[src/rtl/bram_arbiter.sv]
// Two-requester arbiter for a single-port synchronous-read BRAM.
// Round-robin on ties, optional lock ownership with a bounded burst while the other side waits.
module bram_arbiter #(
    parameter int DATA_WIDTH = 32,
    parameter int ADDR_WIDTH = 10,
    parameter int MAX_BURST  = 8
) (
    input  logic                  i_clk,
    input  logic                  i_rst,
    input  logic                  i_req0,
    input  logic                  i_req1,
    input  logic                  i_lock0,
    input  logic                  i_lock1,
    input  logic                  i_write0,
    input  logic                  i_write1,
    input  logic [ADDR_WIDTH-1:0] i_addr0,
    input  logic [ADDR_WIDTH-1:0] i_addr1,
    input  logic [DATA_WIDTH-1:0] i_wdata0,
    input  logic [DATA_WIDTH-1:0] i_wdata1,
    output logic                  o_gnt0,
    output logic                  o_gnt1,
    output logic                  o_rvalid0,
    output logic                  o_rvalid1,
    output logic [DATA_WIDTH-1:0] o_rdata,
    output logic [ADDR_WIDTH-1:0] o_bram_addr,
    output logic                  o_bram_write,
    output logic [DATA_WIDTH-1:0] o_bram_data,
    input  logic [DATA_WIDTH-1:0] i_bram_data
);
    typedef enum logic [1:0] {IDLE, OWN0, OWN1} state_t;

    localparam logic [7:0] BURST_LIM = 8'(MAX_BURST);

    state_t                state;
    logic                  ptr;        // last granted requester
    logic [7:0]            cnt;
    logic [7:0]            cnt_inc;
    logic [ADDR_WIDTH-1:0] addr_q;
    logic [DATA_WIDTH-1:0] data_q;
    logic                  own_req;
    logic                  own_lock;
    logic                  other_req;

    // Grants are gated by reset so nothing is accepted while the arbiter is held.
    always_comb begin
        o_gnt0 = 1'b0;
        o_gnt1 = 1'b0;
        if (i_rst) begin
            case (state)
                IDLE: begin
                    if (i_req0 && (!i_req1 || ptr)) o_gnt0 = 1'b1;
                    else if (i_req1)                o_gnt1 = 1'b1;
                end
                OWN0:    o_gnt0 = i_req0;
                OWN1:    o_gnt1 = i_req1;
                default: ;
            endcase
        end
    end

    always_comb begin
        o_bram_write = (o_gnt0 && i_write0) || (o_gnt1 && i_write1);
        if (o_gnt0) begin
            o_bram_addr = i_addr0;
            o_bram_data = i_wdata0;
        end else if (o_gnt1) begin
            o_bram_addr = i_addr1;
            o_bram_data = i_wdata1;
        end else begin
            o_bram_addr = addr_q;
            o_bram_data = data_q;
        end
    end

    assign o_rdata   = i_bram_data;
    assign own_req   = (state == OWN1) ? i_req1  : i_req0;
    assign own_lock  = (state == OWN1) ? i_lock1 : i_lock0;
    assign other_req = (state == OWN1) ? i_req0  : i_req1;
    assign cnt_inc   = (cnt == 8'hFF) ? cnt : cnt + 8'd1;

    always_ff @(posedge i_clk or negedge i_rst) begin
        if (!i_rst) begin
            state     <= IDLE;
            ptr       <= 1'b1;
            cnt       <= 8'd0;
            addr_q    <= '0;
            data_q    <= '0;
            o_rvalid0 <= 1'b0;
            o_rvalid1 <= 1'b0;
        end else begin
            o_rvalid0 <= o_gnt0 && !i_write0;
            o_rvalid1 <= o_gnt1 && !i_write1;
            if (o_gnt0 || o_gnt1) begin
                ptr    <= o_gnt1;
                addr_q <= o_bram_addr;
                data_q <= o_bram_data;
            end
            case (state)
                IDLE: begin
                    cnt <= 8'd0;
                    if (o_gnt0 && i_lock0)      state <= OWN0;
                    else if (o_gnt1 && i_lock1) state <= OWN1;
                end
                OWN0, OWN1: begin
                    if (own_req) begin
                        // Hitting the burst limit drops to IDLE with ptr = owner,
                        // so the waiting side wins the very next cycle.
                        if (!own_lock || (other_req && cnt_inc >= BURST_LIM)) begin
                            state <= IDLE;
                            cnt   <= 8'd0;
                        end else begin
                            cnt <= other_req ? cnt_inc : 8'd0;
                        end
                    end else begin
                        cnt <= 8'd0;
                        if (other_req) state <= IDLE;
                    end
                end
                default: begin
                    state <= IDLE;
                    cnt   <= 8'd0;
                end
            endcase
        end
    end
endmodule

[config.mk]
export PLATFORM = sky130hd
export DESIGN_NAME = bram_arbiter
export DESIGN_NICKNAME = d
export VERILOG_FILES = /design/src/rtl/bram_arbiter.sv
export SDC_FILE = /design/constraint.sdc
export NUM_CORES = 1
export LEC_CHECK = 0
export ABC_AREA = 0
export CORE_MARGIN = 1
export CORE_UTILIZATION = 40
export CTS_BUF_LIST = sky130_fd_sc_hd__clkbuf_8 sky130_fd_sc_hd__clkbuf_16
export DETAILED_ROUTE_END_ITERATION = 6
export HOLD_SLACK_MARGIN = 0.03
export PLACE_DENSITY = 0.87
export REMOVE_ABC_BUFFERS = 1
export SYNTH_ARGS = -nofsm -noshare
export SYNTH_HDL_FRONTEND = slang
export SYNTH_SLANG_ARGS = --single-unit
[constraint.sdc]
create_clock -name i_clk -period 3.73 [get_ports i_clk]
set_input_delay 0.746 -clock i_clk [delete_from_list [all_inputs] [get_ports i_clk]]
set_output_delay 0.746 -clock i_clk [all_outputs]
set_load 0.01 [all_outputs]
==> impl_metrics.csv <==
group,metric,value,unit
cells_and_area,post-route-util,0.594,
cells_and_area,drive_gt1_frac,0.0638,
clocking,clkTransAtPathRegs,90,ps
logic_synthesis,syn_area_per_cell,9.53,um^2
timing,min_period,3620,ps
logic_synthesis,syn_inst,333,
clocking,cts_max_path_buffers,2,
drt,drc,0,
setup_path,cp_data_arrival_time,2880,ps
drt,wl,8850,um
setup_path,path_class,"in -> out",
drt,ant_nets,0,
timing,finalHoldViolCount,0,
timing,worst_pin_slew,669,ps
drt,vias_per_cell,5.17,
drt,first_pass_iters,4,
die,io_pins,203,
logic_synthesis,synth.area.mux_share,0.147,
logic_synthesis,synth_simple_gate_area_frac,0.0958,
setup_path,cp-end-kind,"primary output",
grt,gr-total-overflow,0,
clocking,root_buffer,"clkbuf_8",
die,rows,32,
logic_synthesis,synth_area,3170,um^2
die,core,7690,um^2
run,max-cap-violations,0,
cells_and_area,fill_cells,671,
run_status,status,"completed",
cells_and_area,syn_to_final_growth,43.9,%
pwr,worst_ir_drop_vdd,0.303,mV
logic_synthesis,synth_top_family_by_area,"compound AO/OA/AOI/OAI gates",
timing,slew_headroom,0.554,
setup_path,cp_max_fo,23,
setup_path,start_kind,"primary input",
die,dieHeight,91.1,um
logic_synthesis,yosysSeqAreaShare,0.434,
logic_synthesis,synth_cell_types,42,
clocking,ctsHoldBuffers,0,
pwr,power_density,622,nW/um^2
timing,setup_viol,0,
drt,vias,2795,
logic_synthesis,synth_edf_count,0,
timing,setup_tns,0,ps
timing,grt_setup_unrepaired,"no",
clocking,numCtsBuffers,5,
grt,grt_max_degree,70,
timing,maxSlewViolCount,0,
grt,grt_pass1_vias,2755,
logic_synthesis,yosysWarnings,0,
clocking,h-tree-depth,2,
timing,fin_ws,108,ps
grt,grt_pass1_wl,13500,um
clocking,worstSkewPairLatency,300,ps
cells_and_area,nets,566,
placement,post-place-ws,72.2,ps
die,dieArea,8300,um^2
die,chipWidth,91.1,um
placement,dp_hpwl,6530,um
grt,antenna_found_initial,0,
worst_hold_path,hold_class,"in -> async",
drt,post_drt_wl_per_cell,16.3,um
die,initial_core_util,0.413,
logic_synthesis,synth_flop_cell,"dfrtp_1",
logic_synthesis,synthArstFlopShare,1.00,
timing,fin_skew,6.68,ps
grt,grt_use_total,0.210,
placement,portBuffers,138,
clocking,cts_num_sinks,55,
timing,post-route-period-util,0.971,
logic_synthesis,synth_compound_area_frac,0.184,
logic_synthesis,synth-seq-cells,55,
timing,whs,446,ps
clocking,cts_tree,"done",
logic_synthesis,synth-xor-area-share,0.00828,
placement,globalplace.congestion,0.776,
cells_and_area,antenna_cells,0,
drt,drt_iter0_drc,123,
pwr,p_leak,2.03,nW
logic_synthesis,synth_fa_ha_area_frac,0.0158,
setup_path,required,2980,ps
timing,timing.fmax,276,MHz
[report_power, final]
| part | internal, mW | switching (mW) |
|---|---|---|
| Combinational | 0.856 | 0.714 |
| Sequential | 0.842 | 0.0813 |
| Clock | 0.167 | 0.181 |
| Total | 1.87 | 0.977 |
[worst max-delay path, stage by stage]
cell	delay (ps)
clkdlybuf4s50_1	420
a21boi_0	230
o211ai_1	130
buf_4	170
clkbuf_16	200
mux2i_1	150
o21ai_0	210
clkdlybuf4s50_1	590
[placed cells by master, fill, tap and decap left out, types with 2 or more instances in the layout]
| master | instances |
|---|---|
| buf_4 | 3 |
| clkdlybuf4s50_1 | 137 |
| nor2_1 | 2 |
| nor3_1 | 2 |
| dfrtp_1 | 54 |
| clkbuf_8 | 7 |
| ha_1 | 4 |
| nand3_1 | 5 |
| o21ai_0 | 82 |
| o21ai_1 | 5 |
| conb_1 | 5 |
| mux2i_1 | 43 |
| o211ai_1 | 2 |
| and3_1 | 2 |
| buf_12 | 2 |
| xnor2_1 | 2 |
| clkbuf_16 | 2 |
| or3_1 | 2 |
| nand4_2 | 2 |
| inv_1 | 4 |
| nand2_1 | 47 |
| a21boi_0 | 2 |
[path summary, 6_finish.rpt]
check                                  from                     to  slack [ps]  cells after the start
min reg2reg                 ptr$_DFFE_PN1P_        ptr$_DFFE_PN1P_         510                      2
min in group i_clk          ptr$_DFFE_PN1P_        ptr$_DFFE_PN1P_         510                      2
max in group asynchronous             i_rst  data_q[8]$_DFFE_PN0P_        2610                      2
max reg2reg                cnt[0]$_DFF_PN0_   state[1]$_DFFE_PN0P_        1710                      6
max                                  i_req0         o_bram_data[4]         110                      8
min                                   i_rst        ptr$_DFFE_PN1P_         450                      1
[logic make-up after synthesis]
| family | after synthesis |
|---|---|
| and+or+nand+nor | 67 |
| adders and majority gates | 4 |
| other | 1 |
| DFF | 55 |
| xor gates and xnor gates | 3 |
| buffers and inverters | 55 |
| AOI/OAI and AO/OA | 102 |
| muxes | 46 |
[metrics by stage]
step / instances / cell area (um^2) / total power, mW
after floorplan: 286 / 2840 / 1.70
after global placement: 531 / 4430 / 2.44
after detailed placement: 531 / 4430 / 2.49
after CTS: 539 / 4530 / 2.86
after global routing: 541 / 4570 / 3.05
final: 541 / 4570 / 2.84
[layer usage]
metal,up-vias,part of all wire,global-route usage
met4,2,0.012,0.0503
met2,140,0.44,0.312
li1,1342,-,-
met5,-,0.0055,0.0513
met1,1298,0.43,0.264
met3,13,0.12,0.114
[state kept, by name, indices dropped and copies added (netlist names)]
name,flops
data_q,32
addr_q,10
o_rvalid0,1
cnt,8
state,2
o_rvalid1,1
ptr,1
[timing repair]
action | CTS | global route
endpoints found under the setup margin | 0 | 8
setup buffers | 0 | 1
resized for setup | 0 | 4
[final cells by class]
cell class                      instances  area (um^2)  share of cell area
Clock buffer                            7         96.3              0.0211
Clock inverter                          1         3.75            0.000822
Inverter                                4         15.0             0.00329
Multi-Input combinational cell        227         1460               0.319
Sequential cell                        55         1380               0.302
Tap cell                              102          128              0.0279
Timing Repair Buffer                  145         1490               0.326
[cells in the mapped netlist (2+ instances only)]
| master | instances | area, um^2 |
|---|---|---|
| o211ai_1 | 2 | 15.0 |
| a21boi_0 | 2 | 15.0 |
| buf_2 | 3 | 15.0 |
| inv_1 | 3 | 11.3 |
| buf_4 | 34 | 255 |
| o21ai_0 | 82 | 410 |
| mux2i_1 | 43 | 430 |
| nand2_1 | 47 | 176 |
| o21ai_1 | 5 | 25.0 |
| nor2_1 | 3 | 11.3 |
| ha_1 | 4 | 50.1 |
| buf_6 | 3 | 33.8 |
| nor3_1 | 2 | 10.0 |
| dfrtp_1 | 54 | 1350 |
| nand3_1 | 5 | 25.0 |
| clkbuf_1 | 11 | 41.3 |
| and3_1 | 2 | 12.5 |
| or3_1 | 2 | 12.5 |
| xnor2_1 | 2 | 17.5 |
| nand4_2 | 2 | 25.0 |
(Power assumes the default switching activity.)
